<file path="src/rtl/mat_loader_pkg.sv">
// Shared definitions for the matrix loader and the downstream multiply stage:
// default matrix geometry and the loader state enumeration.
package mat_loader_pkg;

    localparam int MAT_N     = 4;
    localparam int MAT_NBITS = 16;

    typedef enum logic [1:0] {
        LOAD_A = 2'd0,
        LOAD_B = 2'd1,
        FULL   = 2'd2
    } ld_state_e;

    // Element index counter width for a frame of 2*N*N words.
    function automatic int idx_width(input int n);
        return $clog2(2 * n * n);
    endfunction

endpackage

</file>
<file path="src/rtl/mat_loader.sv">
// Streams a frame of 2*N*N words into two N x N operand matrices (A then B,
// row-major) and holds them with a valid/ready handshake for the multiply stage.
module mat_loader
    import mat_loader_pkg::*;
#(
    parameter int N     = MAT_N,
    parameter int NBITS = MAT_NBITS
) (
    input  logic                              CLK,
    input  logic                              RST_N,
    input  logic [NBITS-1:0]                  IN_DATA,
    input  logic                              IN_VALID,
    input  logic                              IN_LAST,
    output logic                              IN_READY,
    output logic [N-1:0][N-1:0][NBITS-1:0]    A,
    output logic [N-1:0][N-1:0][NBITS-1:0]    B,
    output logic                              OUT_VALID,
    input  logic                              OUT_READY,
    output logic                              ERR
);

    localparam int NN    = N * N;
    localparam int IDX_W = idx_width(N);
    localparam int EL_W  = $clog2(NN);

    localparam logic [IDX_W-1:0] IDX_A_END  = IDX_W'(NN - 1);
    localparam logic [IDX_W-1:0] IDX_B_END  = IDX_W'(2 * NN - 1);
    localparam logic [IDX_W-1:0] IDX_B_BASE = IDX_W'(NN);
    localparam logic [IDX_W-1:0] IDX_ONE    = IDX_W'(1);

    ld_state_e                   state_q, state_d;
    logic [IDX_W-1:0]            idx_q, idx_d;
    logic                        in_ready_q, in_ready_d;
    logic                        out_valid_q, out_valid_d;
    logic                        err_q, err_d;
    logic [NN-1:0][NBITS-1:0]    a_q, a_d;
    logic [NN-1:0][NBITS-1:0]    b_q, b_d;

    logic                        accept_s;
    logic [IDX_W-1:0]            b_off_s;
    logic [EL_W-1:0]             a_sel_s;
    logic [EL_W-1:0]             b_sel_s;

    assign accept_s = IN_VALID & in_ready_q;
    assign b_off_s  = idx_q - IDX_B_BASE;
    assign a_sel_s  = idx_q[EL_W-1:0];
    assign b_sel_s  = b_off_s[EL_W-1:0];

    // Next-state, element write and framing-error logic.
    always_comb begin
        state_d = state_q;
        idx_d   = idx_q;
        err_d   = err_q;
        a_d     = a_q;
        b_d     = b_q;
        case (state_q)
            LOAD_A: begin
                if (accept_s) begin
                    a_d[a_sel_s] = IN_DATA;
                    if (IN_LAST) begin
                        // Early LAST: drop the partial frame, stale elements stay.
                        err_d   = 1'b1;
                        idx_d   = '0;
                        state_d = LOAD_A;
                    end else if (idx_q == IDX_A_END) begin
                        idx_d   = idx_q + IDX_ONE;
                        state_d = LOAD_B;
                    end else begin
                        idx_d   = idx_q + IDX_ONE;
                    end
                end else begin
                    idx_d = idx_q;
                end
            end
            LOAD_B: begin
                if (accept_s) begin
                    b_d[b_sel_s] = IN_DATA;
                    if (idx_q == IDX_B_END) begin
                        // A missing LAST is flagged but the frame is still delivered.
                        err_d   = err_q | ~IN_LAST;
                        state_d = FULL;
                    end else if (IN_LAST) begin
                        err_d   = 1'b1;
                        idx_d   = '0;
                        state_d = LOAD_A;
                    end else begin
                        idx_d   = idx_q + IDX_ONE;
                    end
                end else begin
                    idx_d = idx_q;
                end
            end
            FULL: begin
                if (out_valid_q && OUT_READY) begin
                    idx_d   = '0;
                    state_d = LOAD_A;
                end else begin
                    state_d = FULL;
                end
            end
            default: begin
                idx_d   = '0;
                state_d = LOAD_A;
            end
        endcase
        in_ready_d  = (state_d != FULL);
        out_valid_d = (state_d == FULL);
    end

    // State, index, handshake flags and operand storage.
    always_ff @(posedge CLK or negedge RST_N) begin
        if (!RST_N) begin
            state_q     <= LOAD_A;
            idx_q       <= '0;
            in_ready_q  <= 1'b0;
            out_valid_q <= 1'b0;
            err_q       <= 1'b0;
            a_q         <= '0;
            b_q         <= '0;
        end else begin
            state_q     <= state_d;
            idx_q       <= idx_d;
            in_ready_q  <= in_ready_d;
            out_valid_q <= out_valid_d;
            err_q       <= err_d;
            a_q         <= a_d;
            b_q         <= b_d;
        end
    end

    assign IN_READY  = in_ready_q;
    assign OUT_VALID = out_valid_q;
    assign ERR       = err_q;
    assign A         = a_q;
    assign B         = b_q;

endmodule

</file>
<file path="config.mk">
export PLATFORM = sky130hd
export DESIGN_NAME = mat_loader
export DESIGN_NICKNAME = d
export VERILOG_FILES = /design/src/rtl/mat_loader_pkg.sv /design/src/rtl/mat_loader.sv
export SDC_FILE = /design/constraint.sdc
export NUM_CORES = 1
export LEC_CHECK = 0
export ABC_AREA = 1
export BUFFER_PORTS_ARGS = -buffer_cell sky130_fd_sc_hd__buf_4
export CORE_AREA = 2 2 209 211
export DETAILED_ROUTE_END_ITERATION = 12
export DIE_AREA = 0 0 211 213
export PLACE_DENSITY_LB_ADDON = 0.12
export SYNTH_ARGS = -nofsm -noshare
export SYNTH_HDL_FRONTEND = slang
export SYNTH_SLANG_ARGS = --single-unit
</file>
<file path="constraint.sdc">
create_clock -name CLK -period 1.9 [get_ports CLK]
set_input_delay 0.19 -clock CLK [delete_from_list [all_inputs] [get_ports CLK]]
set_output_delay 0.19 -clock CLK [all_outputs]
set_load 0.01 [all_outputs]
</file>
# Word-level counts from Yosys, hierarchy flattened

Cells that the tools add are included.

Bits in registers: 522
Latch bits: 0
RAM bits: 0
ROM bits: 0
Memories: 0

Add/sub/neg operators: 2
$mul: 0
Divide/modulo/power cells: 0
Magnitude comparators: 4
Equality and inequality tests: 10
Shift-type cells: 0
Muxes and demuxes: 25
Bitwise logic cells: 3
Reduce and logical (&&, ||, !) cells: 9

Operators by type and width:

| operator                                                                            | number |
|---|---|
| 256-bit bitwise mux                                                                 | 2 |
| 16-bit demux with 4-bit select                                                      | 2 |
| 16-bit two-way mux                                                                  | 2 |
| 5-bit two-way mux                                                                   | 5 |
| 5-bit case mux with 3 select lines                                                  | 1 |
| 2-bit two-way mux                                                                   | 7 |
| 4-bit by 5-bit < comparator with 1-bit output, second input constant                | 2 |
| 2-bit inequality test, second input constant                                        | 5 |
| 4-bit by 1-bit greater-or-equal comparator with 1-bit output, second input constant | 2 |
| 2-bit case mux with 3 select lines                                                  | 1 |
| 5-bit by 1-bit adder with 5-bit output, second input constant                       | 1 |
| 5-bit by 4-bit == test with 1-bit output, second input constant                     | 1 |
| 5-bit == test, second input constant                                                | 1 |
| 2-bit == test, second input constant                                                | 2 |
| 1-bit two-way mux                                                                   | 4 |
| 2-bit AND reduction                                                                 | 2 |
| 4-bit AND reduction                                                                 | 1 |
| 4-bit by 1-bit subtractor with 4-bit output, second input constant                  | 1 |
| 1-bit logical AND                                                                   | 3 |
| 3-bit AND reduction                                                                 | 1 |
| 2-bit by 1-bit == test with 1-bit output, second input constant                     | 1 |
| 2-bit logical NOT                                                                   | 1 |
| 1-bit case mux with 2 select lines                                                  | 1 |
| 2-bit nonzero test                                                                  | 1 |
| 3 further kinds                                                                     | 3 |

# Logic depth before layout (Yosys ltp)

Depth after elaboration: 6
Mapped depth: 10

# Worst setup path before layout

OpenSTA, ideal clock, no wires.

Kind: reg2reg
Start: register idx_q[0]
End: register idx_q[0]
Setup time: 0.128 ns
Arrival time: 1.386 ns
Required time: 1.772 ns
Slack: 0.387 ns
Stages on the path, launching flop included: 8
Path buffers: 0
Clock period less this slack: 1.513 ns
Cells stage by stage: dfrtp_1 > ha_1 > inv_1 > nor2_1 > ha_1 > nand3_1 > nand3_1 > o21ai_0

Word-level cells in the longest chain between the ends: 5

RTL lines:

| element                                | RTL line                                             | RTL |
|---|---|---|
| start: declaration                     | mat_loader.sv:32                                     | `logic [IDX_W-1:0] idx_q, idx_d;` |
| start signal: assignment               | mat_loader.sv:122                                    | `idx_q <= idx_d;` |
| 5-bit by 1-bit adder with 5-bit output | mat_loader.sv:66, mat_loader.sv:69, mat_loader.sv:87 |  |
| 5-bit two-way mux                      | mat_loader.sv:82                                     | `end else if (IN_LAST) begin` |
| 5-bit two-way mux                      | mat_loader.sv:78                                     | `if (idx_q == IDX_B_END) begin` |
| 5-bit two-way mux                      | mat_loader.sv:76                                     | `if (accept_s) begin` |
| 5-bit case mux with 3 select lines     | mat_loader.sv:56                                     | `case (state_q)` |

Parallel ways exist; a longest one is shown, timed or not. The select of a mux whose other input is x is not followed.
A chain may end at the register's enable or synchronous reset.

# Final worst setup path

Start: register idx_q[0]
End: register a_q (netlist bit A[129])

Word-level cells in the longest chain between the ends: 5

RTL lines:

| element                                                                                                                                                    | RTL line          | RTL |
|---|---|---|
| 4-bit by 5-bit < comparator with 1-bit output (implied by the code) / 4-bit by 1-bit greater-or-equal comparator with 1-bit output (equally long branches) | mat_loader.sv:59  | `a_d[a_sel_s] = IN_DATA;` |
| 1-bit logical AND (implied by the code)                                                                                                                    | mat_loader.sv:59  |  |
| 16-bit two-way mux (implied by the code)                                                                                                                   | mat_loader.sv:59  |  |
| 16-bit demux with 4-bit select (*)                                                                                                                         | mat_loader.sv:59  |  |
| 256-bit bitwise mux (*)                                                                                                                                    | mat_loader.sv:59  |  |
| end signal: assignment                                                                                                                                     | mat_loader.sv:118 | `a_q <= '0;` |
| end signal: assignment                                                                                                                                     | mat_loader.sv:126 | `a_q <= a_d;` |
| end: declaration                                                                                                                                           | mat_loader.sv:36  | `logic [NN-1:0][NBITS-1:0] a_q, a_d;` |

Every way passes the cells marked *; elsewhere a longest branch is shown, timed or not.

==> impl_metrics.tcl <==
set metrics [dict create \
    critical_path_class "reg2reg" \
    routed_wl_um 64000 \
    utilization 0.605 \
    die_x_um 211 \
    antenna_found_initial 0 \
    synth-seq-area-share 0.670 \
    crit_start "idx_q[0]$_DFFE_PN0P_" \
    cts_sinks 522 \
    max_freq_mhz 564 \
    place_worst_setup_slack_ns 0.102 \
    worstPathRequired_ns 2.38 \
    cts_buffers 53 \
    post-route-min-period_ns 1.77 \
    r2r_start "idx_q[0]$_DFFE_PN0P_" \
    r2r_cells 7 \
    rsz0062_at_grt "true" \
    clock-skew-final_ns 0.0165 \
    gp_congestion 0.835 \
    area_growth_pct 32.5 \
    switching_share 0.259 \
    min_period_over_period 0.933 \
    seq_power_share 0.469 \
    htreeDepth 2 \
    worst_slack_ns 0.127 \
    io_buffers 535 \
    grt.overflow.total 0 \
    dp_hpwl_um 41000 \
    fin_nets 2371 \
    arrival_ns 2.25 \
    core_mm2 0.0427 \
    first_iter_violations 1219 \
    insertion_delay_ns 0.60 \
    path_depth 7 \
    yosysWarningCount 0 \
    synth.distinct_cells 21 \
    rows 76 \
    crit_chain "inv_1 -> ha_1 -> inv_1 -> nor2_1 -> nand2_4 -> nand2_1 -> o21ai_1" \
    p_comb_frac 0.140 \
    cts_buffer_depth 3 \
    die_h_um 213 \
    root_buffer "clkbuf_16" \
    grt_max_degree 65 \
    final_cell_mix "buf_4 (559), nand2_1 (551), dfrtp_1 (522), o21ai_1 (280), o21ai_0 (213)" \
    hold_viol 0 \
    p_per_area_mw_per_mm2 1040 \
    final_common_cell "buf_4" \
    r2r_end "A[129]$_DFFE_PN0P_" \
    setup_viol 0 \
    ff2ff_setup_slack_ns 0.13 \
    clockPowerShare 0.392 \
    grt_use_total 0.282 \
    endpoint_kind "flip-flop" \
    intPower_mw 19.9 \
    crit_path_end "A[129]$_DFFE_PN0P_" \
    tightest_slew_ns 0.544 \
    slowest_delay_ns 0.42 \
    slowest_stage "dfrtp_1" \
    syn_area_mm2 0.0195 \
    syn-instance-count 1838 \
    worst_ir_drop_vdd_v 0.000682 \
    cpMostUsedCell "inv_1" \
    switching_power_mw 6.98 \
    antenna_cells 0 \
    ant_nets 0 \
    synth_fp_nets 1866 \
    io_pins 536 \
    ys_ff_latch 522 \
    hold_path_class "in2reg" \
    routedWlPerCell_um 21.8 \
    grt_pass1_wl_um 93600 \
    fill_cells 3653 \
    status "finished, final reports clean" \
    initial_core_util 0.456 \
    path_clk_slew_ns 0.06 \
    crit_family "simple AND/OR/NAND/NOR gates" \
    max_cap_viol_count 0 \
    p_leak_nw 13.3 \
    die_area_mm2 0.0449 \
    drc 0 \
    post_cts_buffers 0 \
    slew_violations 0 \
    critPathBufInv 2 \
    grt_pass1_vias 14347 \
    via_per_inst 5.17 \
    crit_fanout 32 \
    cts_tree "yes" \
    total_power_mw 26.9 \
    drtPass1Iterations 5 \
    vias 15137 \
    avgSynthCellArea_um2 10.6 \
    cp-start-kind "flip-flop" \
    drive_above_1_share 0.307 \
    slew_headroom 0.637 \
]
## worst register-to-register path, cell delays in order, from the launching register on
cell and delay [ns]:
dfrtp_1 0.42, inv_1 0.13, ha_1 0.18, inv_1 0.08, nor2_1 0.33, nand2_4 0.28, nand2_1 0.16, o21ai_1 0.07
## power by group through the flow
stage                     clock, mW  combinational (mW)  sequential, mW
after detailed placement          0                3.78            12.8
after global routing           11.2                4.10            12.7
final                          10.5                3.76            12.6
after CTS                      10.7                3.80            12.6
after global placement            0                3.72            12.8
after floorplan                   0               0.956            13.1
## stage by stage
step	hold slack [ns]	TNS, ns	cells	area, um^2
floorplan	-0.106	0	1838	19500
global placement	0.143	0	2831	24000
detailed placement	0.145	0	2831	24000
CTS	0.0470	0	2930	25800
global route	0.0683	-0.0459	2930	25800
finish	0.0684	0	2930	25800
## cells by family after synthesis
| logic type | after synthesis | synth area share |
|---|---|---|
| adder cells (fa/ha/maj) | 7 | 0.00449 |
| buffers and inverters | 181 | 0.0597 |
| AND/OR/NAND/NOR | 610 | 0.128 |
| flip-flops | 522 | 0.670 |
| AO/OA/AOI/OAI | 518 | 0.138 |
## area by class of cell
type	count	area (um^2)	share of cell area
clock buffer	80	1610	0.0624
clock inverter	16	161	0.00625
inverter	35	131	0.00509
multi-input combinational	1135	5260	0.204
sequential	522	13100	0.506
tap	546	683	0.0265
timing repair buffer	596	4900	0.190
## how the worst min path moves through the flow
stage | startpoint | to | slack [ns] | depth (start not counted)
4_1_cts | IN_DATA[15] | A[127]$_DFFE_PN0P_ | 0.05 | 4
5_1_grt | IN_DATA[15] | B[127]$_DFFE_PN0P_ | 0.07 | 4
3_5_place_dp | RST_N | A[154]$_DFFE_PN0P_ | 0.14 | 1
6_report | IN_DATA[15] | B[127]$_DFFE_PN0P_ | 0.07 | 4
3_3_place_gp | RST_N | A[154]$_DFFE_PN0P_ | 0.14 | 1
2_1_floorplan | RST_N | A[0]$_DFFE_PN0P_ | -0.11 | 0
## Yosys cell counts
cell type,instances,area [um^2]
inv_2,1,3.75
o21ai_2,24,210
o21bai_1,1,7.51
clkbuf_1,61,229
o21ai_0,213,1070
inv_1,34,128
nand2_1,551,2070
nor2_8,1,20.0
nor3_4,1,16.3
buf_2,27,135
ha_1,7,87.6
o21ai_1,280,1400
buf_6,55,619
nand4_1,2,12.5
nor2_1,25,93.8
buf_4,1,7.51
nand2_4,20,225
nand3_1,9,45.0
nand2_2,1,6.26
dfrtp_1,522,13100
buf_12,2,40.0
## layer usage
metal  wire length (um)  vias up  GRT usage
li1                   -     7014          -
met1              26500     7425      0.376
met2              30600      578      0.456
met3               4900      120     0.0716
met4               1990        0     0.0906
met5                  0        -          0
## state kept, by name, indices dropped and copies added (netlist names)
signal and count:
A 256, B 256, ERR 1, IN_READY 1, OUT_VALID 1, idx_q 5, state_q 2
## repair_timing
item,in CTS,in global routing
setup endpoints to repair,0,9
endpoints found under the hold margin,361,0
hold buffers,3,0
gates resized for setup,0,1
(Power assumes the default switching activity.)
